$ cat src/rtl/mem_port_arbiter_pkg.sv
// ---------------------------------------------------------------------------
// mem_arb_pkg
// Shared types and constants for the memory port arbiter:
//   arb_state_t : arbiter FSM states (IDLE -> ISSUE -> WAIT_RSP -> IDLE)
//   REQ_I/REQ_D : requester indices (instruction refill, data traffic)
//   req_onehot  : converts a requester index into its one-hot strobe
// ---------------------------------------------------------------------------
package mem_arb_pkg;

  typedef enum logic [1:0] {
    IDLE     = 2'd0,
    ISSUE    = 2'd1,
    WAIT_RSP = 2'd2
  } arb_state_t;

  localparam int REQ_I = 0;
  localparam int REQ_D = 1;

  function automatic logic [1:0] req_onehot(input logic idx);
    logic [1:0] oh;
    oh = 2'b00;
    if (idx == 1'(REQ_D)) begin
      oh[REQ_D] = 1'b1;
    end else begin
      oh[REQ_I] = 1'b1;
    end
    return oh;
  endfunction

endpackage

$ cat src/rtl/mem_port_arbiter_if.sv
// ---------------------------------------------------------------------------
// mem_port_arbiter_if
// External memory port bundle.
//   master : arbiter side (drives request, receives accept/response)
//   slave  : memory side
//   mem_req_valid/mem_req_ready : request handshake
//   mem_addr/mem_we/mem_wdata   : request payload
//   mem_rsp_valid/mem_rsp_rdata : one-cycle response / write ack
// ---------------------------------------------------------------------------
interface mem_port_arbiter_if #(
  parameter int ADDR_WIDTH = 32,
  parameter int DATA_WIDTH = 128
);
  logic                  mem_req_valid;
  logic                  mem_req_ready;
  logic [ADDR_WIDTH-1:0] mem_addr;
  logic                  mem_we;
  logic [DATA_WIDTH-1:0] mem_wdata;
  logic                  mem_rsp_valid;
  logic [DATA_WIDTH-1:0] mem_rsp_rdata;

  modport master (
    output mem_req_valid, mem_addr, mem_we, mem_wdata,
    input  mem_req_ready, mem_rsp_valid, mem_rsp_rdata
  );

  modport slave (
    input  mem_req_valid, mem_addr, mem_we, mem_wdata,
    output mem_req_ready, mem_rsp_valid, mem_rsp_rdata
  );
endinterface

$ cat src/rtl/mem_port_arbiter_rr_grant2.sv
// ---------------------------------------------------------------------------
// rr_grant2
// Combinational two-way round-robin grant.
//   req : request bits (bit0 = I-side, bit1 = D-side)
//   ptr : preferred requester when both request
//   gnt : one-hot grant, zero when nobody requests
// ---------------------------------------------------------------------------
module rr_grant2 (
  input  logic [1:0] req,
  input  logic       ptr,
  output logic [1:0] gnt
);

  // A lone requester always wins; a tie goes to the pointer.
  always_comb begin
    gnt = 2'b00;
    case (req)
      2'b01:   gnt = 2'b01;
      2'b10:   gnt = 2'b10;
      2'b11:   gnt = ptr ? 2'b10 : 2'b01;
      default: gnt = 2'b00;
    endcase
  end

endmodule

$ cat src/rtl/mem_port_arbiter.sv
// ---------------------------------------------------------------------------
// mem_port_arbiter
// Shares one external memory port between I-side refill (requester 0,
// read-only) and D-side traffic (requester 1, read or write-back).
// Round-robin grant, one transaction outstanding at a time.
//   clk, rst_n        : clock, synchronous active-low reset
//   req_valid/ready   : per-requester request / combinational accept strobe
//   req0_addr         : I-side read address
//   req1_addr/we/wdata: D-side request payload
//   rsp_valid/rdata   : registered completion pulse and read data
//   mem               : memory port (master side)
//   busy              : a transaction is in flight
//   spurious_rsp      : sticky, memory response seen while none expected
// ---------------------------------------------------------------------------
module mem_port_arbiter
  import mem_arb_pkg::*;
#(
  parameter int ADDR_WIDTH = 32,
  parameter int DATA_WIDTH = 128
) (
  input  logic                  clk,
  input  logic                  rst_n,
  input  logic [1:0]            req_valid,
  output logic [1:0]            req_ready,
  input  logic [ADDR_WIDTH-1:0] req0_addr,
  input  logic [ADDR_WIDTH-1:0] req1_addr,
  input  logic                  req1_we,
  input  logic [DATA_WIDTH-1:0] req1_wdata,
  output logic [1:0]            rsp_valid,
  output logic [DATA_WIDTH-1:0] rsp_rdata,
  mem_port_arbiter_if.master    mem,
  output logic                  busy,
  output logic                  spurious_rsp
);

  arb_state_t            state_q,     state_d;
  logic                  rr_ptr_q,    rr_ptr_d;
  logic                  owner_q,     owner_d;
  logic [ADDR_WIDTH-1:0] addr_q,      addr_d;
  logic                  we_q,        we_d;
  logic [DATA_WIDTH-1:0] wdata_q,     wdata_d;
  logic [1:0]            rsp_valid_q, rsp_valid_d;
  logic [DATA_WIDTH-1:0] rsp_rdata_q, rsp_rdata_d;
  logic                  spur_q,      spur_d;
  logic [1:0]            gnt_s;
  logic [1:0]            req_ready_s;

  rr_grant2 u_rr_grant2 (
    .req (req_valid),
    .ptr (rr_ptr_q),
    .gnt (gnt_s)
  );

  // Next-state logic for the FSM and every register; reset is folded in
  // here so the flop block stays a plain register stage.
  always_comb begin
    state_d     = state_q;
    rr_ptr_d    = rr_ptr_q;
    owner_d     = owner_q;
    addr_d      = addr_q;
    we_d        = we_q;
    wdata_d     = wdata_q;
    rsp_valid_d = 2'b00;
    rsp_rdata_d = rsp_rdata_q;
    spur_d      = spur_q;
    req_ready_s = 2'b00;

    case (state_q)
      IDLE: begin
        if (gnt_s != 2'b00) begin
          req_ready_s = gnt_s;
          owner_d     = gnt_s[REQ_D];
          if (gnt_s[REQ_D]) begin
            addr_d  = req1_addr;
            we_d    = req1_we;
            wdata_d = req1_wdata;
          end else begin
            addr_d  = req0_addr;
            we_d    = 1'b0;
            wdata_d = '0;
          end
          state_d = ISSUE;
        end else begin
          state_d = IDLE;
        end
        if (mem.mem_rsp_valid) begin
          spur_d = 1'b1;
        end else begin
          spur_d = spur_q;
        end
      end
      ISSUE: begin
        // A response coinciding with the accept cannot belong to this request.
        if (mem.mem_rsp_valid) begin
          spur_d = 1'b1;
        end else begin
          spur_d = spur_q;
        end
        if (mem.mem_req_ready) begin
          state_d = WAIT_RSP;
        end else begin
          state_d = ISSUE;
        end
      end
      WAIT_RSP: begin
        if (mem.mem_rsp_valid) begin
          rsp_valid_d = req_onehot(owner_q);
          rsp_rdata_d = we_q ? '0 : mem.mem_rsp_rdata;
          rr_ptr_d    = ~owner_q;
          state_d     = IDLE;
        end else begin
          state_d = WAIT_RSP;
        end
      end
      default: begin
        state_d = IDLE;
      end
    endcase

    if (!rst_n) begin
      state_d     = IDLE;
      rr_ptr_d    = 1'b0;
      owner_d     = 1'b0;
      addr_d      = '0;
      we_d        = 1'b0;
      wdata_d     = '0;
      rsp_valid_d = 2'b00;
      rsp_rdata_d = '0;
      spur_d      = 1'b0;
      req_ready_s = 2'b00;
    end else begin
      req_ready_s = req_ready_s;
    end
  end

  // Register stage.
  always_ff @(posedge clk) begin
    state_q     <= state_d;
    rr_ptr_q    <= rr_ptr_d;
    owner_q     <= owner_d;
    addr_q      <= addr_d;
    we_q        <= we_d;
    wdata_q     <= wdata_d;
    rsp_valid_q <= rsp_valid_d;
    rsp_rdata_q <= rsp_rdata_d;
    spur_q      <= spur_d;
  end

  assign req_ready         = req_ready_s;
  assign rsp_valid         = rsp_valid_q;
  assign rsp_rdata         = rsp_rdata_q;
  assign mem.mem_req_valid = (state_q == ISSUE);
  assign mem.mem_addr      = addr_q;
  assign mem.mem_we        = we_q;
  assign mem.mem_wdata     = wdata_q;
  assign busy              = (state_q != IDLE);
  assign spurious_rsp      = spur_q;

endmodule

$ cat src/flat_wrapper.sv
// flat-port wrapper written by rule: the top's interface ports become plain ports
module mem_port_arbiter_flat import mem_arb_pkg::*;
#(
  parameter int ADDR_WIDTH = 32,
  parameter int DATA_WIDTH = 128
)
  (clk, rst_n, req_valid, req_ready, req0_addr, req1_addr, req1_we, req1_wdata, rsp_valid, rsp_rdata, busy, spurious_rsp, mem_mem_req_valid, mem_mem_addr, mem_mem_we, mem_mem_wdata, mem_mem_req_ready, mem_mem_rsp_valid, mem_mem_rsp_rdata);
  mem_port_arbiter_if #(.ADDR_WIDTH(ADDR_WIDTH), .DATA_WIDTH(DATA_WIDTH)) mem_i ();
  input  logic clk;
  input  logic rst_n;
  input  logic [1:0] req_valid;
  output logic [1:0] req_ready;
  input  logic [ADDR_WIDTH-1:0] req0_addr;
  input  logic [ADDR_WIDTH-1:0] req1_addr;
  input  logic req1_we;
  input  logic [DATA_WIDTH-1:0] req1_wdata;
  output logic [1:0] rsp_valid;
  output logic [DATA_WIDTH-1:0] rsp_rdata;
  output logic busy;
  output logic spurious_rsp;
  output wire logic [$bits(mem_i.mem_req_valid)-1:0] mem_mem_req_valid;
  output wire logic [$bits(mem_i.mem_addr)-1:0] mem_mem_addr;
  output wire logic [$bits(mem_i.mem_we)-1:0] mem_mem_we;
  output wire logic [$bits(mem_i.mem_wdata)-1:0] mem_mem_wdata;
  input wire logic [$bits(mem_i.mem_req_ready)-1:0] mem_mem_req_ready;
  input wire logic [$bits(mem_i.mem_rsp_valid)-1:0] mem_mem_rsp_valid;
  input wire logic [$bits(mem_i.mem_rsp_rdata)-1:0] mem_mem_rsp_rdata;
  assign mem_mem_req_valid = mem_i.mem_req_valid;
  assign mem_mem_addr = mem_i.mem_addr;
  assign mem_mem_we = mem_i.mem_we;
  assign mem_mem_wdata = mem_i.mem_wdata;
  assign mem_i.mem_req_ready = mem_mem_req_ready;
  assign mem_i.mem_rsp_valid = mem_mem_rsp_valid;
  assign mem_i.mem_rsp_rdata = mem_mem_rsp_rdata;
  mem_port_arbiter #(.ADDR_WIDTH(ADDR_WIDTH), .DATA_WIDTH(DATA_WIDTH)) u_core (.clk(clk), .rst_n(rst_n), .req_valid(req_valid), .req_ready(req_ready), .req0_addr(req0_addr), .req1_addr(req1_addr), .req1_we(req1_we), .req1_wdata(req1_wdata), .rsp_valid(rsp_valid), .rsp_rdata(rsp_rdata), .mem(mem_i), .busy(busy), .spurious_rsp(spurious_rsp));
endmodule
$ cat config.mk
export PLATFORM = sky130hd
export DESIGN_NAME = mem_port_arbiter_flat
export DESIGN_NICKNAME = d
export VERILOG_FILES = /design/src/rtl/mem_port_arbiter_pkg.sv /design/src/rtl/mem_port_arbiter_if.sv /design/src/rtl/mem_port_arbiter_rr_grant2.sv /design/src/rtl/mem_port_arbiter.sv /design/src/flat_wrapper.sv
export SDC_FILE = /design/constraint.sdc
export NUM_CORES = 1
export LEC_CHECK = 0
export BUFFER_PORTS_ARGS = -buffer_cell sky130_fd_sc_hd__buf_2
export CELL_PAD_IN_SITES_DETAIL_PLACEMENT = 1
export CELL_PAD_IN_SITES_GLOBAL_PLACEMENT = 1
export CORE_AREA = 8 8 235 237
export CTS_BUF_LIST = sky130_fd_sc_hd__clkbuf_4 sky130_fd_sc_hd__clkbuf_8
export DETAILED_ROUTE_END_ITERATION = 8
export DIE_AREA = 0 0 243 245
export PLACE_DENSITY = 0.55
export SETUP_SLACK_MARGIN = 0.2
export SYNTH_ARGS = -nofsm -noshare
export SYNTH_HDL_FRONTEND = slang
export SYNTH_SLANG_ARGS = --single-unit
$ cat constraint.sdc
create_clock -name clk -period 1.9 [get_ports clk]
set_clock_uncertainty 0.15 [all_clocks]
set_input_delay 0.095 -clock clk [delete_from_list [all_inputs] [get_ports clk]]
set_output_delay 0.095 -clock clk [all_outputs]
set_load 0.01 [all_outputs]
==> results.ini <==
[drt]
dr.max_layer_used = met5
wl_met2_um = 32900
wl_met3_um = 4290
drc = 0
post_drt_wl_per_cell_um = 23.1
num_vias = 13500
wl_met1_um = 25300
antenna_left = 0
drt-initial-drc-count = 423
first_pass_iters = 4
drt_wl_total_um = 65300
viasPerCell = 4.79

[timing]
hold_ws_ns = -0.377
fin_crit_ns = 1.97
final.period_utilization_pct = 104
fmax_mhz = 508
slew_violations = 0
finalHoldViolCount = 14
rsz0062_at_grt = true
worst_slew_pin_slew_ns = 0.858
worst_slack_ns = -0.0679
finalSetupViolCount = 26
maxSlewHeadroom_pct = 42.8

[setup_path]
critPathLaunchType = flip-flop
cp-end-kind = flip-flop
arrival_ns = 2.35
cp_max_fo = 8
critPathKind = reg2reg
cp_data_required_time_ns = 2.28

[synthesis]
syn-cell-area_um2 = 10800
synth_nets = 1432
synth.distinct_cells = 28
ys_seq_area_share_pct = 55.0
ys_warn_count = 0
synth.ff_latch_count = 296
netlist_instances = 1105
synth.avg_cell_area_um2 = 9.76

[power]
finalPower_mw = 16.8
seqPwrFrac_pct = 39.2
power.density_nw_per_um2 = 802
comb_power_share_pct = 19.4
swShare_pct = 27.7
power_frac_clock_pct = 41.4
net-switching-power_mw = 4.64
p_leak_nw = 9.33
peakVddDrop_v = 0.000460
p_int_mw = 12.1

[floorplan]
core_area_um2 = 51700
boundaryPins = 623
rows = 84
die_area_um2 = 59500
dieWidth_um = 243
start_util_pct = 20.9
die_height_um = 245

[placement]
io_buffers = 622
dp.cells = 2322
place_area_um2 = 14800
routabilityCongestion = 0.796
hpwlAfterDp_um = 38600
dp_worst_setup_slack_ns = 0.0444

[finish]
multi_input_area_um2 = 4480
num-fill-cells = 5954
drive_gt1_share_pct = 41.1
syn2layout_area_growth_pct = 93.6
nNetsFinal = 2416
stdcell_count = 2828
design_area_um2 = 20900
mostFrequentLayoutCells = buf_2 (619), dlygate4sd3_1 (342), dfxtp_1 (293)
seqCellArea_um2 = 5930
final_common_cell = buf_2

[cts]
cts_hold_buf = 344
cts_max_level = 2
clk_path_buf_depth = 3
insertion_delay_ns = 0.62
cts.sinks = 296
cts_tree = done
clk_transition_reported_paths_ns = 0.06
numCtsBuffers = 54
cts_root_buf = clkbuf_8

[hold_path]
hold_path_class = in2reg

[global_route]
grt_pass1_wl_um = 90500
grt_max_degree = 94
grtUsageTotal_pct = 19.2
grt_overflow_total = 0
grt_pass1_vias = 14500
antenna_found_initial = 11

[status]
violations = hold timing, setup timing
run_status = complete, but fails checks

[job]
cap_violations = 0

## flip-flops by register name (all words and copies together), names as in the netlist
signal                cells
u_core.spurious_rsp       1
u_core.state_q            2
u_core.rsp_rdata        128
u_core.mem.mem_wdata    128
u_core.mem.mem_we         1
u_core.rr_ptr_q           1
u_core.rsp_valid          2
u_core.owner_q            1
u_core.mem.mem_addr      32
## through the flow
step,setup TNS [ns],hold WS [ns],utilization (%)
5_1_grt,-2.87,-0.429,40.4
3_5_place_dp,0,0.159,28.7
3_3_place_gp,0,0.155,28.7
2_1_floorplan,0,0.0705,-
4_1_cts,-1.48,-0.454,38.8
6_report,-0.775,-0.377,40.4
## worst max-delay path, stage by stage, from the launching register on
cell and delay [ns]:
dfxtp_4 0.36, nor2_8 0.14, buf_6 0.14, inv_12 0.03
buf_4 0.14, or3_4 0.48, buf_16 0.19, o32ai_2 0.24
## cell usage after synthesis (all sizes together)
cell type    n  area share (%)
and3         1           0.058
o32ai       32             4.6
o21a         1           0.070
buf         31             1.6
a21o         1           0.070
o21ai      130             6.0
nor3         2           0.093
a21oi      163             7.6
nor2b        1           0.058
or3          1           0.058
nand3        1           0.046
nor2        41             1.6
a22oi        1           0.070
clkbuf     104             3.6
nand2       33             1.1
nand4      129             7.5
a21boi       1           0.070
a31oi        1           0.058
dfxtp      296              55
nand2b       1           0.058
a22o       128              10
nand4b       1           0.081
inv          5            0.17
## layer usage
layer	up-vias	GRT usage (%)
li1	6156	-
met1	6696	21.3
met2	519	33.4
met3	163	5.93
met4	4	9.22
met5	-	0
## layout make-up
| cell class | count | area share [%] |
|---|---|---|
| Inverter | 5 | 0.162 |
| Timing Repair Buffer | 1063 | 39.8 |
| Tap cell | 688 | 4.12 |
| Multi-Input combinational cell | 669 | 21.4 |
| Clock inverter | 7 | 0.467 |
| Antenna cell | 10 | 0.120 |
| Sequential cell | 296 | 28.4 |
| Clock buffer | 90 | 5.45 |
## final timing paths
| path | startpoint | to | slack (ns) | cells after the start |
|---|---|---|---|---|
| min reg2reg | u_core.owner_q | u_core.rsp_valid[1] | 0.30 | 2 |
| max reg2reg | u_core.state_q[1] | u_core.mem.mem_addr[12] | -0.07 | 7 |
| min | rst_n | u_core.state_q[0] | -0.38 | 2 |
| max | u_core.state_q[1] | u_core.mem.mem_addr[12] | -0.07 | 7 |
## repair_timing
item,in CTS,in global routing
cloned,9,21
hold endpoints to repair,296,12
resized for setup,36,81
setup buffers,16,9
pin swaps,9,47
endpoints found under the setup margin,193,210
## power by group through the flow
stage	registers (mW)	logic (mW)	clock network, mW
after global routing	6.59	3.43	7.42
after detailed placement	6.70	2.07	0
final	6.57	3.25	6.93
after CTS	6.56	2.98	7.13
after floorplan	6.79	0.865	0
after global placement	6.69	2.05	0
## cell families (layout without fill, tap and decap cells)
family,count (synthesis),in the layout,synth area share [%]
AOI/OAI and AO/OA,458,458,29.0
and+or+nand+nor,211,211,10.7
buffers and inverters,140,1165,5.43
other,0,10,0
DFF,296,296,55.0
(Power assumes the default switching activity.)
